--- src/rtl/adc_serial_pkg.sv ---
// Shared constants for the ADC extended-control serial writer: frame header,
// register map, init ROM, DES words and state encodings.
package adc_serial_pkg;

  localparam logic [11:0] HEADER = 12'h001;

  localparam logic [3:0] CFG     = 4'h1;
  localparam logic [3:0] OFFS_I  = 4'h2;
  localparam logic [3:0] FS_I    = 4'h3;
  localparam logic [3:0] CAL_ADJ = 4'h4;
  localparam logic [3:0] EXT_CFG = 4'h9;
  localparam logic [3:0] OFFS_Q  = 4'hA;
  localparam logic [3:0] FS_Q    = 4'hB;

  localparam logic [15:0] EXT_CFG_DES_ON  = 16'h81FF;
  localparam logic [15:0] EXT_CFG_DES_OFF = 16'h01FF;

  localparam int INIT_ROM_DEPTH = 6;

  // {ADDR, DATA} entries, written in this order after power-up.
  localparam logic [19:0] INIT_ROM [INIT_ROM_DEPTH] = '{
    {CFG,     16'hB2FF},
    {OFFS_I,  16'h007F},
    {FS_I,    16'h807F},
    {CAL_ADJ, 16'hDBFF},
    {OFFS_Q,  16'h007F},
    {FS_Q,    16'h807F}
  };

  typedef enum logic [2:0] {
    IDLE, LOAD, BIT_LOW, BIT_HIGH, TAIL, GAP, DONE, WAIT_RELEASE
  } state_t;

  typedef enum logic [1:0] {SEQ_INIT, SEQ_DES_ON, SEQ_DES_OFF} seq_t;

  function automatic logic [31:0] make_frame(input logic [19:0] entry);
    return {HEADER, entry};
  endfunction

endpackage

--- src/rtl/adc_serial_shifter.sv ---
// Sends one 32-bit frame MSB first: LOAD, 32 Sclk periods, TAIL hold, GAP.
// A start seen on the last GAP cycle chains the next frame with no idle cycle.
module adc_serial_shifter
  import adc_serial_pkg::*;
#(
  parameter int CLK_DIV    = 4,
  parameter int GAP_CYCLES = 8
) (
  input  logic        Clock,
  input  logic        Reset,
  input  logic        start,
  input  logic [31:0] frame,
  output logic        busy,
  output logic        frame_done,
  output logic        sclk,
  output logic        sdata,
  output logic        select
);

  localparam int CNT_MAX = (CLK_DIV > GAP_CYCLES) ? CLK_DIV : GAP_CYCLES;
  localparam int CNT_W   = $clog2(CNT_MAX);
  localparam logic [CNT_W-1:0] HALF_LAST = CNT_W'(CLK_DIV - 1);
  localparam logic [CNT_W-1:0] GAP_LAST  = CNT_W'(GAP_CYCLES - 1);

  state_t            state;
  logic [CNT_W-1:0]  cnt;
  logic [4:0]        bit_idx;
  logic [31:0]       shreg;

  assign busy       = (state != IDLE);
  assign frame_done = (state == GAP) && (cnt == GAP_LAST);

  always_ff @(posedge Clock) begin
    if (Reset) begin
      state   <= IDLE;
      cnt     <= '0;
      bit_idx <= '0;
      shreg   <= '0;
      sclk    <= 1'b0;
      sdata   <= 1'b0;
      select  <= 1'b1;
    end else begin
      case (state)
        IDLE: if (start) begin
          select <= 1'b0;
          state  <= LOAD;
        end
        LOAD: begin
          shreg   <= frame;
          sdata   <= frame[31];
          bit_idx <= 5'd31;
          cnt     <= '0;
          state   <= BIT_LOW;
        end
        BIT_LOW: if (cnt == HALF_LAST) begin
          cnt   <= '0;
          sclk  <= 1'b1;
          state <= BIT_HIGH;
        end else cnt <= cnt + 1'b1;
        // Data only moves on the falling Sclk edge, so it is stable across the rise.
        BIT_HIGH: if (cnt == HALF_LAST) begin
          cnt  <= '0;
          sclk <= 1'b0;
          if (bit_idx != 5'd0) begin
            bit_idx <= bit_idx - 5'd1;
            shreg   <= {shreg[30:0], 1'b0};
            sdata   <= shreg[30];
            state   <= BIT_LOW;
          end else state <= TAIL;
        end else cnt <= cnt + 1'b1;
        TAIL: if (cnt == HALF_LAST) begin
          cnt    <= '0;
          select <= 1'b1;
          sdata  <= 1'b0;
          state  <= GAP;
        end else cnt <= cnt + 1'b1;
        GAP: if (cnt == GAP_LAST) begin
          cnt <= '0;
          if (start) begin
            select <= 1'b0;
            state  <= LOAD;
          end else state <= IDLE;
        end else cnt <= cnt + 1'b1;
        default: state <= IDLE;
      endcase
    end
  end

endmodule

--- src/rtl/adc_serial_reg_writer.sv ---
// Serial control-port master: picks a request, sequences its frames through
// the shifter, pulses Done once and waits for all requests to drop.
module adc_serial_reg_writer
  import adc_serial_pkg::*;
#(
  parameter int CLK_DIV    = 4,
  parameter int GAP_CYCLES = 8,
  parameter int INIT_COUNT = INIT_ROM_DEPTH
) (
  input  logic Clock,
  input  logic Reset,
  input  logic Init,
  input  logic DesEnable,
  input  logic DesDisable,
  output logic Sclk,
  output logic Sdata,
  output logic Select,
  output logic Done
);

  localparam int IDX_W = $clog2(INIT_COUNT + 1);

  // LOAD here stands for "sequence in flight"; the shifter owns per-frame timing.
  state_t            state;
  seq_t              seq;
  logic [IDX_W-1:0]  idx;
  logic              any_req, more, start, busy, frame_done;
  logic [19:0]       entry;

  assign any_req = Init | DesEnable | DesDisable;
  assign more    = (seq == SEQ_INIT) && (idx != IDX_W'(INIT_COUNT - 1));
  assign start   = ((state == IDLE) && any_req && !busy) ||
                   ((state == LOAD) && frame_done && more);

  always_comb begin
    case (seq)
      SEQ_INIT:    entry = INIT_ROM[idx];
      SEQ_DES_OFF: entry = {EXT_CFG, EXT_CFG_DES_OFF};
      default:     entry = {EXT_CFG, EXT_CFG_DES_ON};
    endcase
  end

  always_ff @(posedge Clock) begin
    if (Reset) begin
      state <= IDLE;
      seq   <= SEQ_DES_ON;
      idx   <= '0;
      Done  <= 1'b0;
    end else begin
      case (state)
        IDLE: if (any_req && !busy) begin
          idx   <= '0;
          seq   <= Init ? SEQ_INIT : (DesDisable ? SEQ_DES_OFF : SEQ_DES_ON);
          state <= LOAD;
        end
        LOAD: if (frame_done) begin
          if (more) idx <= idx + 1'b1;
          else      state <= DONE;
        end
        DONE: begin
          Done  <= 1'b1;
          state <= WAIT_RELEASE;
        end
        WAIT_RELEASE: begin
          Done <= 1'b0;
          if (!any_req) state <= IDLE;
        end
        default: state <= IDLE;
      endcase
    end
  end

  adc_serial_shifter #(
    .CLK_DIV    (CLK_DIV),
    .GAP_CYCLES (GAP_CYCLES)
  ) u_shifter (
    .Clock      (Clock),
    .Reset      (Reset),
    .start      (start),
    .frame      (make_frame(entry)),
    .busy       (busy),
    .frame_done (frame_done),
    .sclk       (Sclk),
    .sdata      (Sdata),
    .select     (Select)
  );

endmodule

--- config.mk ---
export PLATFORM = sky130hd
export DESIGN_NAME = adc_serial_reg_writer
export DESIGN_NICKNAME = d
export VERILOG_FILES = /design/src/rtl/adc_serial_pkg.sv /design/src/rtl/adc_serial_shifter.sv /design/src/rtl/adc_serial_reg_writer.sv
export SDC_FILE = /design/constraint.sdc
export NUM_CORES = 1
export LEC_CHECK = 0
export ABC_AREA = 1
export CORE_ASPECT_RATIO = 0.9
export CORE_MARGIN = 2
export CORE_UTILIZATION = 61
export CTS_CLUSTER_SIZE = 24
export DETAILED_ROUTE_END_ITERATION = 12
export GPL_TIMING_DRIVEN = 0
export PLACE_DENSITY = 0.79
export SETUP_SLACK_MARGIN = 0.05
export SYNTH_ARGS = -nofsm -noshare
export SYNTH_HDL_FRONTEND = slang
export SYNTH_HIERARCHICAL = 1
export SYNTH_SLANG_ARGS = --single-unit
--- constraint.sdc ---
create_clock -name Clock -period 2.3 [get_ports Clock]
set_input_delay 0.23 -clock Clock [delete_from_list [all_inputs] [get_ports Clock]]
set_output_delay 0.23 -clock Clock [all_outputs]
set_load 0.05 [all_outputs]
==> flow_summary.json <==
{
  "vias": 2801,
  "wirelength_um": 5920,
  "root_buffer": "clkbuf_8",
  "path_buf_inv": 2,
  "start_kind": "flip-flop",
  "die_area_um2": 5430,
  "hold_viol_final": 0,
  "cp_cell_sequence": "ha_1 -> ha_1 -> inv_1 -> nor2_1 -> inv_1 -> o21ai_2 -> nor2_1 -> nor2_1 -> nand2_1 -> o21ai_0 -> nor2_1",
  "syn_area_per_cell_um2": 6.42,
  "syn_to_final_growth_pct": 12.0,
  "fmax_mhz": 503,
  "io_buffer_count": 8,
  "clk_path_buf_depth": 2,
  "worst_pin_slew_ns": 0.498,
  "place_area_um2": 3190,
  "syn_inst": 462,
  "avgViaCountPerCell": 4.99,
  "routedWlPerCell_um": 10.5,
  "n_antenna_cell": 0,
  "p_leak_nw": 1.63,
  "stdcell_count": 561,
  "die_width_um": 77.5,
  "p_int_w": 0.00232,
  "drive_above_1_share_pct": 6.85,
  "post-dp-hpwl_um": 4280,
  "maxCapViolCount": 0,
  "critical-path-top-delay-family": "simple AND/OR/NAND/NOR gates",
  "antenna_found_initial": 0,
  "grt_setup_unrepaired": "false",
  "fin_crit_sh_pct": 86.4,
  "synth_top_area_share_pct": 35.8,
  "slowest_stage": "dfxtp_1",
  "path_common_cell": "nor2_1",
  "drc": 0,
  "dr_wl_met2_um": 2830,
  "switchingPower_w": 0.00175,
  "yosys_register_bits": 53,
  "tns_ns": 0,
  "synth_warnings": 6,
  "cts.sinks": 53,
  "grt_pass1_wl_um": 10200,
  "slew_headroom_pct": 66.7,
  "initial_core_util_pct": 62.1,
  "finalCriticalPeriod_ns": 1.99,
  "status": "completed",
  "clk_pin_slew_worst_paths_ns": 0.09,
  "finalPower_w": 0.00407,
  "finalClockSkew_ns": 0.0107,
  "synthTopCellsByArea": "dfxtp_1 36%, nand2_1 19%, nor2_1 12%, ha_1 6.3%, o21ai_0 5.7%",
  "post_cts_buffers": 0,
  "postCtsHoldBufs": 0,
  "clkPwrFrac_pct": 16.2,
  "rows": 24,
  "comb_power_share_pct": 48.1,
  "clk_latency_ns": 0.30,
  "worst-path-max-fanout": 4,
  "p_sw_share_pct": 43.0,
  "yosysTopAreaCell": "dfxtp_1",
  "met1_length_um": 2910,
  "fillers": 429,
  "h-tree-depth": 2,
  "final_nets": 515,
  "grt_max_degree": 17,
  "peakVddDrop_uv": 717,
  "final_util_pct": 69.5,
  "cts_made_buffers": 5,
  "gp_congestion": 0.851,
  "drtIter0Drc": 162,
  "critPathKind": "flip-flop to flip-flop",
  "place_inst": 553,
  "wl_met3_um": 134,
  "hp-class": "flip-flop to flip-flop",
  "end_kind": "flip-flop",
  "ys_types": 30,
  "top_layer": "met4",
  "slowest_delay_ns": 0.37,
  "synth_area_um2": 2960,
  "powerDensity_nw_per_um2": 1230,
  "critPathArrivalTime_ns": 2.19,
  "first_pass_iters": 5,
  "grt_pass1_vias": 2437,
  "final_cell_area_um2": 3320,
  "ios": 9,
  "finalMaxSlewViolations": 0,
  "synth.yosys.seq_area_share_pct": 35.8,
  "ant_nets": 0,
  "worstPathRequired_ns": 2.50,
  "setup-violations-final": 0,
  "cts_tree": "yes",
  "gr-total-overflow": 0,
  "coreArea_um2": 4770,
  "die_y_um": 70.1,
  "seqPwrFrac_pct": 35.7,
  "grt_usage_pct": 22.8
}
==> per-stage QoR <==
stage,setup slack [ns],hold slack [ns]
floorplan,0.604,0.299
global placement,0.226,0.415
detailed placement,0.158,0.430
CTS,0.140,0.446
global route,0.149,0.479
finish,0.314,0.446
==> sequential cells by signal (all words and copies together), names as in the netlist <==
signal and count:
Done 1, idx 3, u_shifter/cnt 3, u_shifter/sdata 1
u_shifter/bit_idx 5, u_shifter/state 3, state 2, seq 2
u_shifter/sclk 1, u_shifter/select 1, u_shifter/shreg 31
==> placed cells by master, fill, tap and decap left out, drive strengths merged <==
master	instances
a31oi	1
o211ai	2
inv	39
o21a	1
conb	20
bufinv	1
dfxtp	53
or2	1
o21ai	42
nand2	151
clkbuf	10
nor2	93
a21oi	16
nand4	4
nand3	21
o21bai	1
clkinvlp	1
buf	14
ha	15
nor3	2
clkdlybuf4s50	8
==> power groups by stage <==
| stage | Sequential [W] | Clock [W] | Combinational, W |
|---|---|---|---|
| finish | 0.00145 | 0.000658 | 0.00196 |
| global route | 0.00149 | 0.000708 | 0.00225 |
| CTS | 0.00145 | 0.000677 | 0.00195 |
| detailed placement | 0.00147 | 0 | 0.00193 |
| global placement | 0.00146 | 0 | 0.00190 |
| floorplan | 0.00151 | 0 | 0.00149 |
==> path summary, 6_finish.rpt <==
check,startpoint,to,slack (ns),cells after the start
worst max register to register,u_shifter/cnt[0]$_SDFFE_PP0P_,u_shifter/state[0]$_SDFFE_PP0P_,0.31,11
worst max-delay path,u_shifter/cnt[0]$_SDFFE_PP0P_,u_shifter/state[0]$_SDFFE_PP0P_,0.31,11
worst min-delay path,u_shifter/bit_idx[0]$_SDFFE_PP0P_,u_shifter/bit_idx[0]$_SDFFE_PP0P_,0.45,1
worst min register to register,u_shifter/bit_idx[0]$_SDFFE_PP0P_,u_shifter/bit_idx[0]$_SDFFE_PP0P_,0.45,1
==> layout make-up <==
type                       count  area (um^2)  share of cell area (%)
timing repair buffer           8         80.1                    2.41
inverter                      39          149                    4.49
tap                           65         81.3                    2.45
buffer                        18          115                    3.47
clock inverter                 2         37.5                    1.13
clock buffer                   6         82.6                    2.49
multi-input combinational    370         1710                    51.6
sequential                    53         1060                    32.0
==> cell usage after synthesis <==
master and instances:
nor2_1 91, nand2_1 148, inv_2 1, o211ai_1 2, clkbuf_1 4, a31oi_1 1, nor2_4 1, ha_1 15
o21ai_1 8, buf_2 5, o21bai_1 1, buf_6 4, o21ai_0 34, buf_1 2, nand3_1 18, nand4_1 4
conb_1 2, inv_1 37, a21oi_2 1, inv_4 1, or2_2 1, nand2_2 2, a21oi_1 15, nor3_1 2
o21a_1 1, nor2_8 1, nand3_2 3, nand2_4 1, buf_4 3, dfxtp_1 53
==> cell families (layout without fill, tap and decap cells) <==
group                    Yosys count  in the layout  share of synthesized area, %
other                              2             20                         0.253
flip-flops                        53             53                          35.8
adder cells (fa/ha/maj)           15             15                          6.33
AND/OR/NAND/NOR                  272            272                          37.6
AO/OA/AOI/OAI                     63             63                          11.1
buffers and inverters             57             73                          8.91
==> routing by layer <==
layer | up-vias | GRT usage (%)
li1 | 1487 | -
met1 | 1273 | 29.4
met2 | 37 | 39.9
met3 | 4 | 3.88
met4 | 0 | 5.36
met5 | - | 0
==> repair_timing <==
| action | 4_1_cts | 5_1_grt |
|---|---|---|
| endpoints found under the hold margin | 0 | 0 |
| setup endpoints to repair | 0 | 3 |
| resized for setup | 0 | 3 |
(Power assumes the default switching activity.)
